<file path="config.mk">
export PLATFORM = sky130hd
export DESIGN_NAME = irrigation_scheduler
export DESIGN_NICKNAME = d
export VERILOG_FILES = /design/src/rtl/irrigation_scheduler.sv
export SDC_FILE = /design/constraint.sdc
export NUM_CORES = 1
export LEC_CHECK = 0
export BUFFER_PORTS_ARGS = -buffer_cell sky130_fd_sc_hd__buf_2
export CAP_MARGIN = 20
export CORE_MARGIN = 1.5
export CORE_UTILIZATION = 60
export CTS_BUF_LIST = sky130_fd_sc_hd__clkbuf_8
export DETAILED_ROUTE_END_ITERATION = 10
export PLACE_DENSITY = 0.9
export SETUP_SLACK_MARGIN = 0.02
export SLEW_MARGIN = 20
export SYNTH_ARGS = -nofsm -noshare
export SYNTH_HDL_FRONTEND = slang
export SYNTH_SLANG_ARGS = --single-unit
</file>
<file path="constraint.sdc">
create_clock -name clk -period 3.9 [get_ports clk]
set_input_delay 0.39 -clock clk [delete_from_list [all_inputs] [get_ports clk]]
set_output_delay 0.39 -clock clk [all_outputs]
set_load 0.01 [all_outputs]
</file>
<file path="src/rtl/irrigation_scheduler.sv">
// irrigation_scheduler
//   Two-area irrigation sequencer sharing a single pump. A dry-soil request
//   is granted round-robin; the granted valve opens, settles, the pump runs,
//   then the valve settles closed before returning to idle.
//
//   Optional feature: define IRRIG_FAULT_DETECT_EN to compile in per-area
//   dry-fault detection (an area still dry after three consecutive waterings
//   is flagged and masked from arbitration until reset).
//
// Parameters
//   WATER_CYCLES   pump-on cycles per watering          (1..255)
//   SETTLE_CYCLES  valve open/close settle cycles       (1..15)
// Ports
//   clk    in   1  system clock, rising edge
//   rst_n  in   1  asynchronous active-low reset
//   U      in   2  dry-soil request per area
//   valve  out  2  valve enables, one-hot or zero
//   pump   out  1  shared pump enable
//   busy   out  1  high whenever not idle
//   done   out  1  one-cycle pulse on the first idle cycle after a watering
//   fault  out  2  per-area dry-fault flags (tied low without the macro)

module irrigation_scheduler #(
    parameter int unsigned WATER_CYCLES  = 8,
    parameter int unsigned SETTLE_CYCLES = 2
) (
    input  logic       clk,
    input  logic       rst_n,
    input  logic [1:0] U,
    output logic [1:0] valve,
    output logic       pump,
    output logic       busy,
    output logic       done,
    output logic [1:0] fault
);

    typedef enum logic [1:0] {IDLE, OPEN, PUMP, CLOSE} state_t;

    // Phase counter counts down from (length-1) loaded on entry; 0 ends the phase.
    localparam logic [7:0] SETTLE_LD = 8'(SETTLE_CYCLES - 1);
    localparam logic [7:0] WATER_LD  = 8'(WATER_CYCLES - 1);

    state_t     state, state_n;
    logic [7:0] cnt, cnt_n;
    logic       area, area_n;     // granted area index
    logic       last, last_n;     // last-served area
    logic       done_q, done_n;
    logic [1:0] elig;
    logic       close_done;

    assign close_done = (state == CLOSE) && (cnt == '0);

`ifdef IRRIG_FAULT_DETECT_EN
    logic [1:0][1:0] fcnt;
    logic [1:0]      fault_q;

    assign elig  = U & ~fault_q;
    assign fault = fault_q;

    // Counters saturate at 3; the flag is sticky until reset.
    always_ff @(posedge clk or negedge rst_n) begin
        if (!rst_n) begin
            fcnt    <= '0;
            fault_q <= '0;
        end else if (close_done) begin
            for (int unsigned i = 0; i < 2; i++) begin
                if (U[i]) begin
                    if (fcnt[i] != 2'd3) fcnt[i] <= fcnt[i] + 2'd1;
                    if (fcnt[i] >= 2'd2) fault_q[i] <= 1'b1;
                end else begin
                    fcnt[i] <= '0;
                end
            end
        end
    end
`else
    assign elig  = U;
    assign fault = '0;
`endif

    always_ff @(posedge clk or negedge rst_n) begin
        if (!rst_n) begin
            state  <= IDLE;
            cnt    <= '0;
            area   <= 1'b0;
            last   <= 1'b1;
            done_q <= 1'b0;
        end else begin
            state  <= state_n;
            cnt    <= cnt_n;
            area   <= area_n;
            last   <= last_n;
            done_q <= done_n;
        end
    end

    always_comb begin
        state_n = state;
        cnt_n   = cnt;
        area_n  = area;
        last_n  = last;
        done_n  = 1'b0;
        unique case (state)
            IDLE: begin
                if (elig != '0) begin
                    state_n = OPEN;
                    cnt_n   = SETTLE_LD;
                    // On a tie serve the area that was not served last.
                    area_n  = (elig == 2'b11) ? ~last : elig[1];
                end
            end
            OPEN: begin
                if (cnt == '0) begin
                    state_n = PUMP;
                    cnt_n   = WATER_LD;
                end else begin
                    cnt_n = cnt - 8'd1;
                end
            end
            PUMP: begin
                if (cnt == '0) begin
                    state_n = CLOSE;
                    cnt_n   = SETTLE_LD;
                end else begin
                    cnt_n = cnt - 8'd1;
                end
            end
            CLOSE: begin
                if (cnt == '0) begin
                    state_n = IDLE;
                    cnt_n   = '0;
                    done_n  = 1'b1;
                    last_n  = area;
                end else begin
                    cnt_n = cnt - 8'd1;
                end
            end
            default: begin
                state_n = IDLE;
                cnt_n   = '0;
            end
        endcase
    end

    assign valve = (state != IDLE) ? (area ? 2'b10 : 2'b01) : 2'b00;
    assign pump  = (state == PUMP);
    assign busy  = (state != IDLE);
    assign done  = done_q;

endmodule
</file>
==> run_results.csv <==
group,metric,value,unit
critical_path,end_kind,"flip-flop",
grt,grtUsageTotal,0.247,
synthesis,async_reset_ff_frac,1.00,
clock_tree,cts-resized-gates,0,
power_and_ir_drop,leakagePower,0.438,nW
synthesis,synth.area.top_cells,"dfrtp_1 36%, ha_1 9.0%, nand2_1 4.5%, nor2_1 4.5%, dfstp_2 3.2%",
clock_tree,clk_pin_slew_worst_paths,50,ps
sta,fmax,487,MHz
place,pre_cts_slack,1880,ps
power_and_ir_drop,clkPwrFrac,0.140,
min_path,min_path_type,"in2async",
clock_tree,holdBufCountCts,0,
critical_path,crit_required,4030,ps
sta,skew,0.480,ps
critical_path,cpPeakStageDelay,450,ps
power_and_ir_drop,swShare,0.423,
die,start_util,0.638,
power_and_ir_drop,power_density,926,nW/um2
place,gp_congestion,0.830,
place,placed_area,873,um2
detailed_routing,avgRoutedWirePerCell,14.4,um
grt,overflow,0,
detailed_routing,drt_iter0_drc,8,
detailed_routing,drc_errors,0,
detailed_routing,drt-vias-per-instance,5.85,
detailed_routing,dr.pass1.iters,4,
layout,nets,103,
synthesis,synth_cells,82,
clock_tree,cts-htree-levels,1,
clock_tree,cts_inserted_buffers,3,
place,dp_hpwl,1150,um
sta,worstMarginPinSlew,495,ps
detailed_routing,ant_nets,0,
synthesis,synth.most_common_cell,"dfrtp_1",
die,core-area,1300,um2
power_and_ir_drop,p_comb_frac,0.558,
layout,fin_area,918,um2
critical_path,critPathTopFamily,"simple AND/OR/NAND/NOR gates",
detailed_routing,via_count,626,
critical_path,critPathKind,"reg2reg",
sta,rsz0062_at_grt,"false",
synthesis,synthTopCellsByCount,"12 x dfrtp_1, 10 x nand2_1, 10 x nor2_1",
grt,grt_pass1_wl,2530,um
synthesis,synth-seq-cells,13,
sta,fin_ws,1850,ps
clock_tree,ctsLongestPathBuffers,2,
power_and_ir_drop,p_sw,0.000360,W
detailed_routing,finalWirelength,1540,um
synthesis,synth_area_per_cell,10.1,um2
clock_tree,cts_tree,"done",
critical_path,cp_cell_sequence,"inv_1 -> ha_1 -> inv_1 -> or3_1 -> o21a_1 -> mux2_1",
clock_tree,cts_root_buffer,"clkbuf_8",
sta,final_hold_viol_count,0,
sta,relSlewSlack,0.667,
die,rows,13,
power_and_ir_drop,vdd_drop_max,0.549,mV
critical_path,crit_arrival,2180,ps
grt,grt_max_degree,14,
grt,antenna_found_initial,0,
die,num_io_pins,11,
critical_path,path_max_fanout,11,
synthesis,yosys_warnings,0,
sta,setup_violations,0,
die,dieArea,1620,um2
critical_path,crit_path_start_kind,"flip-flop",
clock_tree,postCtsSetupBuffers,0,
synthesis,ys_seq_area_frac,0.393,
synthesis,synth_ff_type,"dfrtp_1",
place,numPortBuffers,8,
sta,post-route-min-period,2050,ps
sta,tns,0,ps
critical_path,cp_slowest_cell,"or3_1",
clock_tree,clock_sinks,13,
synthesis,yosysUniqueCellTypes,36,
power_and_ir_drop,p_int,0.000490,W
synthesis,syn_area,831,um2
sta,finalMaxSlewViolations,0,
sta,finalCritPeriodShare,0.527,
clock_tree,clkLatencyLatePin,240,ps
synthesis,yosys.area.top_type,"dfrtp_1",
grt,first_global_vias,568,
run,maxCapViolations,0,
critical_path,path_common_cell,"inv_1",
die,die_w,40.2,um
power_and_ir_drop,seq_power_share,0.302,
synthesis,synth-edff-count,0,
die,fp.dieH,40.2,um
status,status,"completed",
layout,area_delta_synth_final,10.5,%
layout,drive_gt1_frac,0.207,
synthesis,netlist.area_leader.share,0.361,
critical_path,path_buf_inv,2,
layout,diodes,0,
## layout make-up
class | instances | area, um2
Multi-Input combinational cell | 62 | 469
Sequential cell | 13 | 327
Clock inverter | 1 | 3.75
Clock buffer | 3 | 41.3
Fill cell | 93 | 383
Inverter | 5 | 18.8
Tap cell | 15 | 18.8
Timing Repair Buffer | 8 | 40.0
## cell usage in the layout, fill, tap and decap left out, types with 2 or more instances in the layout
cell,Yosys,routed
dfrtp_1,12,12
nand2_1,10,10
nor2_1,10,10
clkbuf_8,0,3
mux2_2,2,2
a31oi_1,2,2
buf_2,1,8
nor3_1,2,2
inv_1,5,6
xnor2_1,2,2
conb_1,1,2
ha_1,6,6
nor2b_1,3,3
a22o_1,2,2
## registers in the layout, indices dropped and copies added, names as in the netlist
signal	count
area	1
cnt	8
done	1
last	1
state	2
## layer usage
metal,global-route usage,up-vias,routed length [um]
met4,0.133,0,27
met1,0.290,295,665
met2,0.403,21,760
li1,-,306,-
met3,0.0722,4,87
met5,0,-,0
## cell families (layout without fill, tap and decap cells)
| kind of cell | count (synthesis) | after routing | synth area share |
|---|---|---|---|
| other cells | 1 | 2 | 0.00451 |
| fa+ha+maj | 6 | 6 | 0.0904 |
| xor+xnor | 2 | 2 | 0.0211 |
| mux | 3 | 3 | 0.0407 |
| compound gates | 15 | 15 | 0.148 |
| flops | 13 | 13 | 0.393 |
| simple gates | 34 | 34 | 0.256 |
| buf+inv | 8 | 17 | 0.0467 |
## path summary, 6_finish.rpt
check	startpoint	end	slack, ps	cells after the start
max	state[0]	state[1]	1850	6
min	rst_n	cnt[2]	20	1
max reg2reg	state[0]	state[1]	1850	6
min reg2reg	cnt[6]	cnt[6]	520	1
max in group asynchronous	rst_n	last	3600	1
min in group clk	U[1]	area	480	2
## power groups by stage
stage / Combinational [W] / Clock [W] / Sequential, W
final: 0.000474 / 0.000119 / 0.000257
after floorplan: 0.000377 / 0 / 0.000244
after detailed placement: 0.000473 / 0 / 0.000257
after CTS: 0.000477 / 0.000120 / 0.000257
after global placement: 0.000455 / 0 / 0.000254
after global routing: 0.000528 / 0.000128 / 0.000264
## metrics by stage
| step | total power [W] | std cells | hold slack, ps | util |
|---|---|---|---|---|
| 4_1_cts | 0.000854 | 107 | 32.5 | 0.706 |
| 3_3_place_gp | 0.000709 | 103 | 289 | 0.671 |
| 3_5_place_dp | 0.000730 | 103 | 292 | 0.671 |
| 5_1_grt | 0.000921 | 107 | 46.6 | 0.706 |
| 6_report | 0.000850 | 107 | 23.1 | 0.706 |
| 2_1_floorplan | 0.000621 | 83 | 94.4 | - |
(Power assumes the default switching activity.)
